### config.mk
export PLATFORM = sky130hd
export DESIGN_NAME = reaction_ctrl_fsm
export DESIGN_NICKNAME = d
export VERILOG_FILES = /design/src/rtl/reaction_ctrl_fsm.sv
export SDC_FILE = /design/constraint.sdc
export NUM_CORES = 1
export LEC_CHECK = 0
export BUFFER_PORTS_ARGS = -buffer_cell sky130_fd_sc_hd__buf_2
export CAP_MARGIN = 5
export CORE_MARGIN = 3
export CORE_UTILIZATION = 35
export DETAILED_ROUTE_END_ITERATION = 7
export PLACE_DENSITY_LB_ADDON = 0.1
export SYNTH_ARGS = -nofsm -noshare
export SYNTH_HDL_FRONTEND = slang
export SYNTH_SLANG_ARGS = --single-unit
export TNS_END_PERCENT = 10
### constraint.sdc
create_clock -name clk -period 2.4 [get_ports clk]
set_clock_uncertainty 0.2 [all_clocks]
set_input_delay 0.12 -clock clk [delete_from_list [all_inputs] [get_ports clk]]
set_output_delay 0.12 -clock clk [all_outputs]
set_load 0.01 [all_outputs]
### src/rtl/reaction_ctrl_fsm.sv
// Reaction-timer control unit: sequences the ms BCD counter, status LED and display enable.
// Latency: rgb/rs_en/err_code are registered (follow the state edge); cnt_clr/cnt_en are combinational.
// Backpressure: none; start/enter are single-cycle pulses consumed in the cycle they arrive.
// Ports: clk/rst (sync, active-high); start, enter (debounced pulses); cnt_max (counter at 9999);
//        cnt_clr, cnt_en (counter controls); rgb_r/g/b (LED); rs_en (display enable);
//        err_code (0 none, 1 early press, 2 timeout).
module reaction_ctrl_fsm #(
    parameter int          CLKS_PER_MS  = 100000,
    parameter int          MIN_DELAY_MS = 1000,
    parameter int          RAND_BITS    = 11,
    parameter logic [15:0] LFSR_SEED    = 16'hACE1
) (
    input  logic       clk,
    input  logic       rst,
    input  logic       start,
    input  logic       enter,
    input  logic       cnt_max,
    output logic       cnt_clr,
    output logic       cnt_en,
    output logic       rgb_r,
    output logic       rgb_g,
    output logic       rgb_b,
    output logic       rs_en,
    output logic [1:0] err_code
);

    localparam int PW = (CLKS_PER_MS > 2) ? $clog2(CLKS_PER_MS) : 1;
    // Wide enough for the largest arm delay MIN_DELAY_MS + 2^RAND_BITS - 1.
    localparam int DW = $clog2(MIN_DELAY_MS + (1 << RAND_BITS) + 1);

    typedef enum logic [2:0] {
        IDLE    = 3'd0,
        WAIT    = 3'd1,
        TIMING  = 3'd2,
        DONE    = 3'd3,
        EARLY   = 3'd4,
        TIMEOUT = 3'd5
    } state_t;

    state_t        state;
    state_t        state_nxt;
    logic [15:0]   lfsr;
    logic [PW-1:0] prescaler;
    logic [DW-1:0] delay;
    logic          ms_tick;
    logic          enter_wait;
    logic          enter_timing;

    assign ms_tick      = (prescaler == PW'(CLKS_PER_MS - 1));
    assign enter_wait   = (state_nxt == WAIT) && (state != WAIT);
    assign enter_timing = (state_nxt == TIMING) && (state != TIMING);

    // Output decode for a given state: {r, g, b, rs_en, err_code}.
    function automatic logic [5:0] decode(input state_t s);
        case (s)
            IDLE:    decode = 6'b000_0_00;
            WAIT:    decode = 6'b001_0_00;
            TIMING:  decode = 6'b010_1_00;
            DONE:    decode = 6'b000_1_00;
            EARLY:   decode = 6'b100_1_01;
            TIMEOUT: decode = 6'b100_1_10;
            default: decode = 6'b000_0_00;
        endcase
    endfunction

    // Next state. enter beats the WAIT->TIMING hand-off and the timeout check;
    // start is only honoured in the resting states.
    always_comb begin
        state_nxt = state;
        case (state)
            IDLE, DONE, EARLY, TIMEOUT: begin
                if (start) state_nxt = WAIT;
            end
            WAIT: begin
                if (enter)                            state_nxt = EARLY;
                else if (ms_tick && delay == DW'(1))  state_nxt = TIMING;
            end
            TIMING: begin
                if (enter)                 state_nxt = DONE;
                else if (ms_tick && cnt_max) state_nxt = TIMEOUT;
            end
            default: state_nxt = IDLE;
        endcase
    end

    // Reset is not a start acceptance, so it never clears the counter.
    assign cnt_clr = !rst && enter_wait;
    // A tick coinciding with enter or with the counter saturated is not counted.
    assign cnt_en  = !rst && (state == TIMING) && ms_tick && !enter && !cnt_max;

    always_ff @(posedge clk) begin
        if (rst) begin
            state     <= IDLE;
            lfsr      <= LFSR_SEED;
            prescaler <= '0;
            delay     <= '0;
            rgb_r     <= 1'b0;
            rgb_g     <= 1'b0;
            rgb_b     <= 1'b0;
            rs_en     <= 1'b0;
            err_code  <= 2'd0;
        end else begin
            state <= state_nxt;
            {rgb_r, rgb_g, rgb_b, rs_en, err_code} <= decode(state_nxt);

            lfsr <= {lfsr[14:0], lfsr[15] ^ lfsr[13] ^ lfsr[12] ^ lfsr[10]};

            // Restart the ms phase on WAIT/TIMING entry so both phases are
            // whole multiples of CLKS_PER_MS long.
            if (enter_wait || enter_timing || ms_tick)
                prescaler <= '0;
            else
                prescaler <= prescaler + 1'b1;

            // Arm delay uses the LFSR value present at the accepting edge.
            if (enter_wait)
                delay <= DW'(MIN_DELAY_MS) + DW'(lfsr[RAND_BITS-1:0]);
            else if (state == WAIT && ms_tick)
                delay <= delay - 1'b1;
        end
    end

endmodule

==> metrics.log <==
[metrics] post-synthesis cell type with the largest combined area: sky130_fd_sc_hd__dfxtp_1
[metrics] setup slack, reg-to-reg: -0.33 ns
[metrics] routability congestion estimate: 0.7798
[metrics] share of total power in combinational logic: 21.6%
[metrics] All-Layer GR Usage: 13.10%
[metrics] Max Cap Viol: 0
[metrics] final count of hold timing violations: 0
[metrics] WP buf/inv: 2
[metrics] leakage power summed over all cells: 0.001317 µW
[metrics] via count normalized by instance count: 4.661
[metrics] Post-Syn Nets: 283
[metrics] Post-Syn Area per Cell: 9.169 µm²
[metrics] maximum resistive drop on vdd: 216.7 µV
[metrics] HPWL after DPL: 3.620 mm
[metrics] Area Growth Syn to Fin: 28.04%
[metrics] arrival time reported for the critical path endpoint: 2.42 ns
[metrics] Num CTS Buffers: 5
[metrics] share of post-route cells with drive strength above 1: 34.34%
[metrics] worst reg2reg endpoint: delay[10]$_SDFFE_PP0P_
[metrics] Critical-path top delay cell: sky130_fd_sc_hd__or4_4
[metrics] Synth area leaders: sky130_fd_sc_hd__dfxtp_1 43%, sky130_fd_sc_hd__nor2_1 6.3%, sky130_fd_sc_hd__xor2_1 6.3%, sky130_fd_sc_hd__xnor2_1 5.2%, sky130_fd_sc_hd__nand2_1 2.7%
[metrics] setup-violating endpoint count in the final report: 36
[metrics] share of total power consumed by net switching: 27.80%
[metrics] worst-case hold slack: 0.01861 ns
[metrics] total negative slack for setup checks: -8.262 ns
[metrics] cell internal power dissipation: 1438 µW
[metrics] Reg clk slew, reported paths: 0.09 ns
[metrics] cts-stage hold buffer count: 0
[metrics] RSZ-0062 raised after global routing: yes
[metrics] Setup WS post-layout: -0.3354 ns
[metrics] via count of the routed design: 1,995
[metrics] area of the die: 8231 µm²
[metrics] violated checks: negative setup slack
[metrics] Syn Std Cell Area: 2512 µm²
[metrics] CP Depth: 8
[metrics] starting density of the core: 36.58%
[metrics] Post-synth EDFFs: 0
[metrics] Setup Crit Path Kind: flip-flop to output pin
[metrics] result of the run: finished, violations left
[metrics] net switching power of the design: 553.4 µW
[metrics] worst slew margin relative to its limit: 67.43%
[metrics] slew at the pin closest to its max-slew limit: 0.4762 ns
[metrics] kind of cell with the highest combined delay on the critical path: simple AND/OR/NAND/NOR gates
[metrics] timing-limited maximum frequency: 365.6 MHz
[metrics] time the worst path needs with I/O delays and setup: 2.735 ns
[metrics] n_diodes: 0
[metrics] Critical Path Source: prescaler[13]$_SDFF_PP0_
[metrics] remaining global-route overflow: 0
[metrics] Final Max Slew Viols: 0
[metrics] source-to-sink clock delay at the later pin of the worst-skew pair: 0.30 ns
[metrics] Site Rows: 30
[metrics] register bit count reported by yosys: 54
[metrics] Crit Path Max Fanout: 3
[metrics] routed wire length: 5.048 mm
[metrics] Max Root-Sink Buffers: 2
[metrics] DRC violation total after the first TritonRoute iteration: 67
[metrics] Root Buffer Master: sky130_fd_sc_hd__clkbuf_8
[metrics] Power per Cell Area: 618.9 nW/µm²
[metrics] global-route wire length before repair: 8.928 mm
[metrics] critical path cell sequence: or4bb_4, or4_4, buf_6, o21ai_4, nand2_2, nand3_2, nor3_2, buf_2
[metrics] number of nets at the end of the flow: 340
[metrics] most frequent cell after synthesis: sky130_fd_sc_hd__dfxtp_1
[metrics] post-synth top area share: 43.03%
[metrics] length of the first detailed-routing pass in iterations: 4
[metrics] number of antenna violations at the first check in global routing: 0
[metrics] Placeable Area: 6869 µm²
[metrics] cell types with the highest counts after synthesis: 54 x sky130_fd_sc_hd__dfxtp_1, 42 x sky130_fd_sc_hd__nor2_1, 18 x sky130_fd_sc_hd__nand2_1, 18 x sky130_fd_sc_hd__xor2_1, 15 x sky130_fd_sc_hd__xnor2_1
[metrics] Critical R2R Launch: prescaler[13]$_SDFF_PP0_
[metrics] floorplan die width: 90.73 µm
[metrics] Final Cycle Share: 114.0%
[metrics] vias in the first global route: 1,940
[metrics] detailed-route wire length per cell: 11.79 µm
[metrics] Worst EP required: 2.08 ns
[metrics] vertical extent of the die: 90.73 µm
[metrics] proportion of register bits with asynchronous set or reset after synthesis: 0%
[metrics] DRC violation count after routing: 0
[metrics] clock tree sinks: 54
[metrics] post-layout total power: 1991 µW
[metrics] sequential share of the synthesized area: 43.03%
[metrics] portion of total power attributed to the clock network: 27.8%
[metrics] top-level I/O count: 13
[metrics] clock tree from TritonCTS: yes
[metrics] prevailing post-synth register cell: sky130_fd_sc_hd__dfxtp_1
[metrics] delay contributed by the slowest stage of the critical path: 0.57 ns
[metrics] Setup crit end kind: output pin
[metrics] post-synthesis instance total: 274
[metrics] library cells used by synthesis: 51
[metrics] yosys warns: 0
[metrics] pin count of the biggest net entering global routing: 29
[metrics] share of total power in sequential cells: 50.6%
[metrics] hold crit path type: input pin to flip-flop
[metrics] critical path capture point: cnt_clr
[metrics] startpoint type of the worst setup path: flip-flop
[metrics] ANT nets after route: 0
[metrics] number of I/O port buffers: 12
[metrics] number of levels the H-tree was split into: 2
[metrics] reg2reg path depth: 9
cell usage in the layout (no fill, tap or decap), types with 9 or more instances in the layout:
master	n
sky130_fd_sc_hd__buf_4	39
sky130_fd_sc_hd__nand2_1	17
sky130_fd_sc_hd__buf_2	12
sky130_fd_sc_hd__xor2_1	18
sky130_fd_sc_hd__xnor2_1	15
sky130_fd_sc_hd__nand3_1	9
sky130_fd_sc_hd__nor2_1	41
sky130_fd_sc_hd__dfxtp_1	47
sky130_fd_sc_hd__nor2b_1	10
flip-flops by register name, indices dropped and copies added, names as in the netlist:
name,count
delay,12
err_code,2
lfsr,16
prescaler,17
rgb_b,1
rgb_g,1
rgb_r,1
rs_en,1
state,3
per-layer routing:
metal | track usage (%) | vias to the layer above | wire, µm
li1 | - | 1057 | -
met1 | 17.32 | 919 | 2565
met2 | 21.62 | 17 | 2307
met3 | 2.500 | 2 | 137
met4 | 3.827 | 0 | 38
met5 | 0 | - | 0
tightest hold or removal path, stage by stage:
cell,delay (ns)
sky130_fd_sc_hd__buf_2,0.09
sky130_fd_sc_hd__nor2_1,0.11
sky130_fd_sc_hd__nand2b_4,0.13
sky130_fd_sc_hd__nor2_2,0.03
cells by family after synthesis:
family          share of synthesized area, %
compound gates                         8.167
xor+xnor                               11.50
fa+ha+maj                              1.992
buf+inv                                2.888
flops                                  43.03
mux                                    1.793
simple gates                           30.63
worst min-delay path by stage:
stage | from | end | slack, ns | cells after the start
after floorplan | rst | rgb_b$_SDFF_PP0_ | 0.15 | 3
after global placement | lfsr[14]$_SDFF_PP0_ | lfsr[15]$_SDFF_PP1_ | 0.19 | 1
after detailed placement | lfsr[14]$_SDFF_PP0_ | lfsr[15]$_SDFF_PP1_ | 0.20 | 1
after CTS | rst | rgb_g$_SDFF_PP0_ | 0.01 | 4
after global routing | rst | err_code[0]$_SDFF_PP0_ | 0.04 | 4
final | rst | err_code[0]$_SDFF_PP0_ | 0.02 | 4
power groups by stage:
| stage | registers [µW] | logic, µW | clock network [µW] |
|---|---|---|---|
| finish | 1010 | 429 | 554 |
| global route | 1020 | 475 | 618 |
| CTS | 1010 | 420 | 582 |
| detailed placement | 1030 | 400 | 0 |
| global placement | 1030 | 405 | 0 |
| floorplan | 1020 | 277 | 0 |
cell type report:
cell class / instances / area (µm²)
clock buffers: 7 / 96.34
clock inverters: 1 / 8.758
fillers: 688 / 3652
inverters: 7 / 26.28
multi-input cells: 206 / 1446
flip-flops and latches: 54 / 1090
well taps: 96 / 120.1
repair buffers: 57 / 429.2
through the flow:
| stage | setup WS [ns] | area, µm² | util [%] | std cells |
|---|---|---|---|---|
| 2_1_floorplan | -0.1064 | 2555 | - | 274 |
| 3_3_place_gp | -0.1522 | 2998 | 43.64 | 414 |
| 3_5_place_dp | -0.1641 | 2998 | 43.64 | 414 |
| 4_1_cts | -0.3387 | 3178 | 46.27 | 428 |
| 5_1_grt | -0.4042 | 3217 | 46.83 | 428 |
| 6_report | -0.3354 | 3217 | 46.83 | 428 |
timing repair:
| action | 4_1_cts | 5_1_grt |
|---|---|---|
| buffers inserted | 5 | 0 |
| pin swaps | 14 | 6 |
| resized for setup | 8 | 11 |
| hold endpoints to repair | 0 | 0 |
| cloned | 1 | 0 |
| endpoints found under the setup margin | 37 | 38 |
Note: power is estimated with default switching activity, not from simulation.
